$ cat src/rtl/fifo_regfile.sv
// Storage array for fifo_level: one synchronous write port and one
// asynchronous read port, so the word at the read address is visible
// in the same cycle the address is presented.
module fifo_regfile #(
  parameter int DATA_W = 8,
  parameter int ADDR_W = 4
) (
  input  logic              i_clk,
  input  logic              i_we,
  input  logic [ADDR_W-1:0] i_waddr,
  input  logic [DATA_W-1:0] i_wdata,
  input  logic [ADDR_W-1:0] i_raddr,
  output logic [DATA_W-1:0] o_rdata
);

  localparam int DEPTH = 2 ** ADDR_W;

  logic [DATA_W-1:0] mem_q [DEPTH];

  // Store the incoming word on the clock edge; contents are never reset
  always_ff @(posedge i_clk) begin
    if (i_we) begin
      mem_q[i_waddr] <= i_wdata;
    end
  end

  assign o_rdata = mem_q[i_raddr];

endmodule

$ cat src/rtl/fifo_level.sv
// Synchronous show-ahead FIFO with occupancy counter, programmable
// almost-full/almost-empty thresholds, sticky overflow/underflow flags
// and a synchronous flush that outranks read and write requests.
module fifo_level #(
  parameter int DATA_W    = 8,
  parameter int ADDR_W    = 4,
  parameter int AF_THRESH = 12,
  parameter int AE_THRESH = 2
) (
  input  logic              i_clk,
  input  logic              i_reset_n,
  input  logic              i_wr,
  input  logic [DATA_W-1:0] i_w_data,
  input  logic              i_rd,
  input  logic              i_flush,
  input  logic              i_clr_err,
  output logic [DATA_W-1:0] o_r_data,
  output logic              o_empty,
  output logic              o_full,
  output logic              o_almost_empty,
  output logic              o_almost_full,
  output logic [ADDR_W:0]   o_count,
  output logic              o_overflow,
  output logic              o_underflow
);

  localparam int DEPTH = 2 ** ADDR_W;
  localparam int PTR_W = ADDR_W + 1;

  // Thresholds must leave a non-empty band between almost-empty and almost-full
  if (AE_THRESH < 0 || AE_THRESH >= AF_THRESH || AF_THRESH > DEPTH) begin : g_bad_thresh
    $error("fifo_level: illegal thresholds AE_THRESH=%0d AF_THRESH=%0d DEPTH=%0d",
           AE_THRESH, AF_THRESH, DEPTH);
  end

  logic [PTR_W-1:0] w_ptr_q, w_ptr_d;
  logic [PTR_W-1:0] r_ptr_q, r_ptr_d;
  logic [PTR_W-1:0] count_q, count_d;
  logic             overflow_q, overflow_d;
  logic             underflow_q, underflow_d;

  logic empty, full;
  logic wr_ok, rd_ok;
  logic ovf_set, unf_set;

  assign empty = (count_q == '0);
  assign full  = (count_q == PTR_W'(DEPTH));

  // Accept decisions, error detection and next-state for pointers, count and flags
  always_comb begin
    wr_ok   = i_wr & (~full | i_rd) & ~i_flush;
    rd_ok   = i_rd & ~empty & ~i_flush;
    ovf_set = i_wr & full & ~i_rd & ~i_flush;
    unf_set = i_rd & empty & ~i_flush;

    w_ptr_d = w_ptr_q;
    r_ptr_d = r_ptr_q;
    count_d = count_q;

    if (i_flush) begin
      w_ptr_d = '0;
      r_ptr_d = '0;
      count_d = '0;
    end else begin
      if (wr_ok) w_ptr_d = w_ptr_q + PTR_W'(1);
      if (rd_ok) r_ptr_d = r_ptr_q + PTR_W'(1);
      case ({wr_ok, rd_ok})
        2'b10:   count_d = count_q + PTR_W'(1);
        2'b01:   count_d = count_q - PTR_W'(1);
        default: count_d = count_q;
      endcase
    end

    // A new error event outranks a clear arriving in the same cycle
    overflow_d  = ovf_set | (overflow_q  & ~i_clr_err);
    underflow_d = unf_set | (underflow_q & ~i_clr_err);
  end

  // State registers with asynchronous return to the empty, error-free state
  always_ff @(posedge i_clk or negedge i_reset_n) begin
    if (!i_reset_n) begin
      w_ptr_q     <= '0;
      r_ptr_q     <= '0;
      count_q     <= '0;
      overflow_q  <= 1'b0;
      underflow_q <= 1'b0;
    end else begin
      w_ptr_q     <= w_ptr_d;
      r_ptr_q     <= r_ptr_d;
      count_q     <= count_d;
      overflow_q  <= overflow_d;
      underflow_q <= underflow_d;
    end
  end

  // On a full read+write the old head is presented combinationally, so it
  // leaves before the write edge reuses its slot.
  fifo_regfile #(
    .DATA_W (DATA_W),
    .ADDR_W (ADDR_W)
  ) u_regfile (
    .i_clk   (i_clk),
    .i_we    (wr_ok),
    .i_waddr (w_ptr_q[ADDR_W-1:0]),
    .i_wdata (i_w_data),
    .i_raddr (r_ptr_q[ADDR_W-1:0]),
    .o_rdata (o_r_data)
  );

  assign o_empty        = empty;
  assign o_full         = full;
  assign o_almost_empty = (count_q <= PTR_W'(AE_THRESH));
  assign o_almost_full  = (count_q >= PTR_W'(AF_THRESH));
  assign o_count        = count_q;
  assign o_overflow     = overflow_q;
  assign o_underflow    = underflow_q;

endmodule

$ cat config.mk
export PLATFORM = sky130hd
export DESIGN_NAME = fifo_level
export DESIGN_NICKNAME = d
export VERILOG_FILES = /design/src/rtl/fifo_regfile.sv /design/src/rtl/fifo_level.sv
export SDC_FILE = /design/constraint.sdc
export NUM_CORES = 1
export LEC_CHECK = 0
export CAP_MARGIN = 20
export CORE_UTILIZATION = 53
export DETAILED_ROUTE_END_ITERATION = 10
export PLACE_DENSITY_LB_ADDON = 0.1
export SYNTH_ARGS = -nofsm -noshare
export SYNTH_HDL_FRONTEND = slang
export SYNTH_SLANG_ARGS = --single-unit
$ cat constraint.sdc
create_clock -name i_clk -period 2.9 [get_ports i_clk]
set_clock_uncertainty 0.1 [all_clocks]
set_input_delay 0.87 -clock i_clk [delete_from_list [all_inputs] [get_ports i_clk]]
set_output_delay 0.87 -clock i_clk [all_outputs]
set_load 0.02 [all_outputs]
==> summary by stage, run 1 <==
Status
The run finished, with violations left. The final reports fail on setup timing.

Yosys
Sequential cells were found to cover 72.48% of the synthesized design area. For this run, the leading register cell type out of synthesis is edfxtp_1. The netlist uses 31 different library cells.

Counting every instance in the synthesized netlist gives 295. The mean area per synthesized cell is 19.73 sq um. The total of warnings raised by yosys is 0. The total nets after synthesis is 316.

The share of async-settable or async-resettable flops after synthesis is 10.49%. The synthesized area is 5821 sq um. The flip-flop and latch count after synthesis is 143. In this run, synthesis inferred roughly 130 flip-flops with an integrated enable.

Timing
The summed negative setup slack over all endpoints is -3.431 ns. The routed design could run at a clock period as short as 3.354 ns. The highest achievable clock rate is 0.2982 GHz. At the pin with the least slew margin, the transition time is 0.6977 ns. In the post-route analysis, the smallest setup slack over all paths is -0.4538 ns. Setup violations remaining at the end of the flow were counted as 8.

The remaining max-slew budget at the tightest pin is 53.34%. The worst path uses 115.6% of the clock period. Final hold analysis gives a worst-case slack of between 0.4 and 0.5 ns. The max-slew violation count was 0. The total count of hold-check failures in the final report is 0. Setup repair after global routing could not meet its margin everywhere.

Drt
The via density per instance is around 5.7. For this run, the detailed router's first-pass iteration total came to 4. Summed over all layers, the routed wires come to 12040 um. The DRC violation count after routing is 0. In this run the remaining antenna-violating nets after routing total 0. The total number of vias is about 3100. The detailed router's first-iteration violation count is around 260.

After detailed routing, the average wire length per cell comes to 22.54 um.

Power and ir drop
For this design the ratio of total power to cell area is 751.4 nW/um^2. Across the VDD grid, the largest voltage drop is between 0.0005 and 0.0006 V. The fraction of power consumed by sequential logic is 41.9%. In this run the power spent charging and discharging nets is 1282 uW. The post-route total power is 5543 uW.

The total internal power is 4261 uW. Combinational logic burns 18.7% of the power. The leakage power is 0.002549 uW. Net switching is 23.13% of the power. The clock network accounts for slightly below 40% of the total power.

Global route
The global router's overall resource usage is 23.55%. The first global-routing pass estimated roughly 18000 um of wire. The maximum number of pins on one net before global-route repair is 21. The number of antenna violations at the first check in global routing is 0.

The number of global-route vias before repair is 3207. The global-route congestion overflow total is 0.

Clock network
The total CTS buffers is 17. The clock tree from TritonCTS is built. The clock tree root driver cell is clkbuf_8. For this design, the sink count on the clock tree is ~140. The worst-case clock buffer depth is 2.

The clock-pin slew on the worst setup and hold paths is approximately 0.060 ns. The CTS H-tree depth is 4. Clock latency on the worst-skew pair, taken at its later pin, is 0.53 ns.

Layout
The area growth from synthesis to layout is 26.74%. In the final design database the tool counted 406 nets. The post-route netlist has a little over a third of its cells at a drive strength greater than 1.

For this run, the number of standard cells in the final layout without fillers is 534. The number of diodes added for antenna fixing is 0. The commonest non-fill, non-tap cell in the layout is edfxtp_1. In the layout the commonest cells are edfxtp_1 (128), buf_4 (46), mux4_2 (40).

Placed design
The number of placed instances, taps included, is 492. In this run the tool buffered the top-level ports with 32 buffer cells. The last weighted congestion value of the routability-driven placer is 0.7410. The half-perimeter wire length of the detailed placement result is between 7000 and 8000 um.

Die
The region available for standard cell placement spans 10460 sq um. The die is about 110 um wide. The effective utilization at floorplan is 55.63%. After floorplanning, the core was divided into 37 placement rows. The boundary pin count is 33. The die span in y is 106.8 um. The total die area is 11410 sq um.

Worst setup path
The endpoint kind of the worst setup timing path is an output port. Walking the worst path, the cells encountered are buf_4, clkbuf_16, mux4_2, mux4_2, buf_2. The critical path contains buffers and inverters numbering 3 combined. The required time at the endpoint of the critical path is roughly 1.9 ns.

The type of origin of the critical path is a register. The largest individual stage delay along the critical path comes from the cell mux4_2. In this design, the critical path's most frequently occurring cell is mux4_2. The critical path's largest stage delay is ~0.50 ns.

By startpoint and endpoint, the worst setup path is classified as register to output port. The biggest fanout along the worst timing path is 5. Data on the critical path arrives at its endpoint at 2.38 ns.

The cell family with the largest share of critical-path delay is multiplexers.

Min path
The class of the worst hold path is register to register.

Run
Max-cap violations in this run came to 0.
[final timing paths]
check	startpoint	end	slack, ns	cells after the start
max	r_ptr_q[0]	o_r_data[5]	-0.45	5
max reg2reg	o_count[0]	o_count[4]	0.24	9
min	o_overflow	o_overflow	0.40	1
max in group asynchronous	i_reset_n	r_ptr_q[0]	1.55	1
min in group asynchronous	i_reset_n	o_count[2]	0.66	1
min reg2reg	o_overflow	o_overflow	0.40	1
[per-layer routing]
layer / part of all wire [%] / GRT usage, %
met5: 0 / 0
met4: 2.7 / 13.50
met3: 6.2 / 5.714
met1: 42 / 30.97
met2: 49 / 36.22
[cell type report]
| cell class | instances | area, sq um |
|---|---|---|
| flip-flops and latches | 143 | 4220 |
| fillers | 673 | 3085 |
| multi-input cells | 130 | 1521 |
| repair buffers | 87 | 848.3 |
| clock buffers | 21 | 429.2 |
| well taps | 136 | 170.2 |
| clock inverters | 11 | 165.2 |
| inverters | 6 | 22.52 |
[power groups by stage]
| stage | registers (uW) | clock network [uW] | logic [uW] |
|---|---|---|---|
| after global placement | 2360 | 0 | 881 |
| after CTS | 2320 | 2210 | 981 |
| after detailed placement | 2360 | 0 | 887 |
| final | 2320 | 2190 | 1040 |
| after floorplan | 2370 | 0 | 547 |
| after global routing | 2320 | 2290 | 1100 |
[sequential cells by signal, summed over array words and instances (netlist names)]
name / flops
u_regfile.mem_q: 128
w_ptr_q: 4
o_underflow: 1
r_ptr_q: 4
o_count: 5
o_overflow: 1
[kinds of logic (layout without fill, tap and decap cells)]
group | after synthesis | after routing | share of synthesized area, %
buf+inv | 22 | 125 | 1.676
xor+xnor | 10 | 10 | 1.505
simple gates | 50 | 50 | 3.912
flops | 143 | 143 | 72.49
mux | 45 | 45 | 16.55
compound gates | 18 | 18 | 2.365
fa+ha+maj | 7 | 7 | 1.505
[per-stage QoR]
stage	setup slack (ns)	util (%)	instance area, sq um
5_1_grt	-0.5078	70.51	7377
3_5_place_dp	-0.3143	63.39	6633
6_report	-0.4538	70.51	7377
2_1_floorplan	0.01109	-	5828
3_3_place_gp	-0.2887	63.39	6633
4_1_cts	-0.4849	69.89	7312
[Yosys cell counts (2+ instances only)]
cell      count  share of area, %
buf_4         2              0.26
xor2_1        6              0.90
xnor2_1       4              0.60
nor3_1        7              0.60
o21ai_0       3              0.26
ha_1          7               1.5
or3_1         2              0.21
edfxtp_1    128                66
mux4_2       40                15
a32o_1        3              0.52
buf_2         5              0.43
or3_2         2              0.26
a21oi_1       6              0.52
nand2_1       7              0.45
dfrtp_1      15               6.4
clkbuf_1      7              0.45
mux2i_1       4              0.69
o31a_2        2              0.34
nor2_1       26               1.7
nand2b_1      2              0.21
nand4_1       2              0.21
inv_1         6              0.39
[timing repair]
action,in CTS,in global routing
gates cloned,1,1
endpoints found under the setup margin,11,11
setup buffers,5,5
hold buffers,0,0
gates resized for setup,51,16
pin swaps,0,0
Power figures use the tool's default switching activity.
==> inputs of run 2 (changes only) <==
SYNTH_HIERARCHICAL = 1   (was not set)
==> summary by stage, run 2 <==
Yosys
The number of flops mapped to enable cells by yosys is between 100 and 150. The Yosys step of the flow raised 6 warnings. The synthesized area is 6003 sq um.

After synthesis the netlist holds a flip-flop and latch count of about 140. The cell type with the highest aggregate area in the netlist is edfxtp_1. The count of distinct cell types in the synthesized netlist is 48. The total nets after synthesis is 340. The mean area per synthesized cell is around 19 sq um. The share of async-settable or async-resettable flops after synthesis is around a tenth. The share of the synthesized area in the top cell type is 64.03%.

The leading register cell type out of synthesis is edfxtp_1. After synthesis, the cell types taking the most area are edfxtp_1 (64%), mux4_2 (6.8%), dfrtp_1 (6.3%), mux4_1 (6.1%), a22oi_1 (2.0%). The share of the yosys chip area belonging to registers is between 70% and 80%.

By count the netlist is led by edfxtp_1 (128), nor2_1 (23), mux4_2 (18). Among all cell types in the netlist, the one instantiated most often is edfxtp_1. The number of cells produced by synthesis is 320.

Clock network
TritonCTS created 17 clock buffers. The clock network latency to the later pin of the worst-skew pair is ~0.41 ns. The clock tree from TritonCTS is built. The sink count of the clock tree is 143. Clock-pin slew was measured on the worst setup and hold paths at 0.06 ns. The worst-case clock buffer depth is 2.

The CTS H-tree depth is 4. The clock tree root driver cell is clkbuf_16. The number of buffers inserted by hold repair at cts is 0.

Worst setup path
Counting buffers and inverters, the worst setup path is 6 cells deep. The source of the critical timing path is r_ptr_q[0]. The critical path ends at o_r_data[7]. The biggest fanout along the worst timing path is 5. The slowest stage of the critical path belongs to the cell mux4_2. The type of origin of the critical path is a register. The setup slack of the most critical reg-to-reg path is 0.17 ns.

The reg-to-reg endpoint is o_count[4]. Together, buffers and inverters on the worst path number 3. The worst-case reg-to-reg path depth is 10. Traced cell by cell, the critical path runs through buf_6, buf_12, mux4_2, a22oi_1, nand2_1, buf_2. STA puts the critical path data arrival time at 2.15 ns. On the critical path the largest part of the delay comes from multiplexers.

For the worst setup path, the data required time is between 1.5 and 2 ns. The endpoint kind of the worst setup timing path is an output port. The worst setup path is of the register to output port kind. On the worst path, the slowest cell contributes a delay of 0.49 ns. In this run the critical register-to-register path is launched from o_count[1].

Placed design
The half-perimeter wire length of the detailed placement result is 7974 um. The number of placed instances, taps included, is 526. Timing analysis after detailed placement gives a worst setup slack of -0.1935 ns.

The number of buffers added on ports is 32. The congestion estimate from routability-driven global placement came to between 0.7 and 0.8.

Drt
The DRC violation count after routing is 0. Using the TritonRoute via totals, the vias-per-cell ratio works out to 5.840. The first routing iteration left 215 violations. For this block, the routed nets add up to 12520 um of wire.

The first detailed-routing pass ran for 5 iterations. The total number of vias is roughly 3400. The remaining number of nets flagged by the antenna check after routing is 0.

After detailed routing, the average wire length per cell comes to 21.81 um.

Global route
The maximum number of pins on one net before global-route repair is 17. Global routing used 23.90% of the available tracks. The number of antenna violations at the first check in global routing was 0. For this run the aggregate overflow at the end of global routing stands at 0.

The global-route wire length before repair is 19460 um. The number of global-route vias before repair is 3489.

Status
The checks that failed: setup timing. The run finished, with violations left.

Timing
The worst pin sits at a relative slew slack of about half. The highest achievable clock rate is 0.3209 GHz. The final clock period utilization by the worst path is 107.5%. Setup violations remaining at the end of the flow were counted as 8. The routed design could run at a clock period as short as 3.117 ns. The slack of the critical path is -0.2167 ns.

For the pin with the worst max-slew slack, the measured transition is 0.7672 ns. The total count of hold-check failures in the final report came to 0. The max-slew violation count is 0. Setup repair after global routing could not meet its margin everywhere.

Layout
The area growth from synthesis to layout is 27.32%. For this run, the post-layout net count is 441. The share of cells above drive strength 1 is between 30% and 40%. The commonest non-fill, non-tap cell in the layout is edfxtp_1.

The number of diodes added for antenna fixing is 0. The register with the most flip-flops in the layout has 128 of them. The library cells used most frequently in the layout, excluding fill and tap cells, are edfxtp_1 (128), buf_4 (54), mux4_2 (27).

The final cell count without fillers is 574. More flip-flops sit in one register than any other, and that register is u_regfile/mem_q. The utilization after layout is 69.90%.

Power and ir drop
Summed over all cells, the static leakage comes to 0.002706 uW. The ratio of total power to cell area is 814.7 nW/um^2. The maximum ir drop on the vdd rail is 0.0004384 V. The completed layout was analyzed and its total power is approximately 6200 uW.

Die
In this run the standard cell core region covers about 11000 sq um. The boundary pin count is 33. The total die area is 11760 sq um. The initialized floorplan defines 38 standard-cell rows. The effective utilization at floorplan is 54.90%. The horizontal extent of the die is 108.4 um.

The die span in y is roughly 110 um.

Run
The max-cap violation count is 0.

Min path
In this run the worst hold path is classified as register to register.
## run 2: power breakdown
part	total [uW]	internal, uW	switching, uW
Combinational	1560	847	712
Sequential	2330	2300	39.0
Clock	2330	1530	808
## run 2: final cells by class
cell class,instances,area (sq um)
clock buffers,18,429.2
clock inverters,14,212.7
fillers,700,3292
inverters,5,18.77
multi-input cells,158,1679
flip-flops and latches,143,4220
well taps,140,175.2
repair buffers,96,908.4
## run 2: worst min path at each step
stage / from / endpoint / slack, ns / cells past startpoint
2_1_floorplan: w_ptr_q[3] / w_ptr_q[3] / 0.46 / 2
3_3_place_gp: o_underflow / o_underflow / 0.38 / 1
3_5_place_dp: o_overflow / o_overflow / 0.39 / 1
4_1_cts: o_overflow / o_overflow / 0.40 / 1
5_1_grt: o_overflow / o_overflow / 0.41 / 1
6_report: o_overflow / o_overflow / 0.39 / 1
## run 2: cell families after synthesis
group	synth area share, %
adders and majority gates	1.376
xor gates and xnor gates	0.8754
muxes	13.21
buffers and inverters	2.313
AOI/OAI and AO/OA	6.232
and+or+nand+nor	5.711
DFF	70.28
## run 2: repair_timing
action | CTS | global route
pin swaps | 12 | 4
buffers inserted | 10 | 3
cloned | 3 | 0
endpoints found under the setup margin | 11 | 10
gates resized for setup | 69 | 4
## run 2: metrics by stage
stage / setup TNS, ns / area (sq um) / hold WS (ns)
2_1_floorplan: 0 / 6003 / 0.4566
3_3_place_gp: -4.884 / 6778 / 0.3780
3_5_place_dp: -7.057 / 6778 / 0.3901
4_1_cts: -1.557 / 7616 / 0.3988
5_1_grt: -2.116 / 7644 / 0.4064
6_report: -1.451 / 7644 / 0.3947
## run 2: routing by layer
metal / track usage [%] / vias to the layer above / wire length, um
li1: - / 1502 / -
met1: 31.72 / 1738 / 5281
met2: 38.38 / 104 / 6438
met3: 6.450 / 8 / 702
met4: 8.108 / 0 / 93
met5: 0 / - / 0
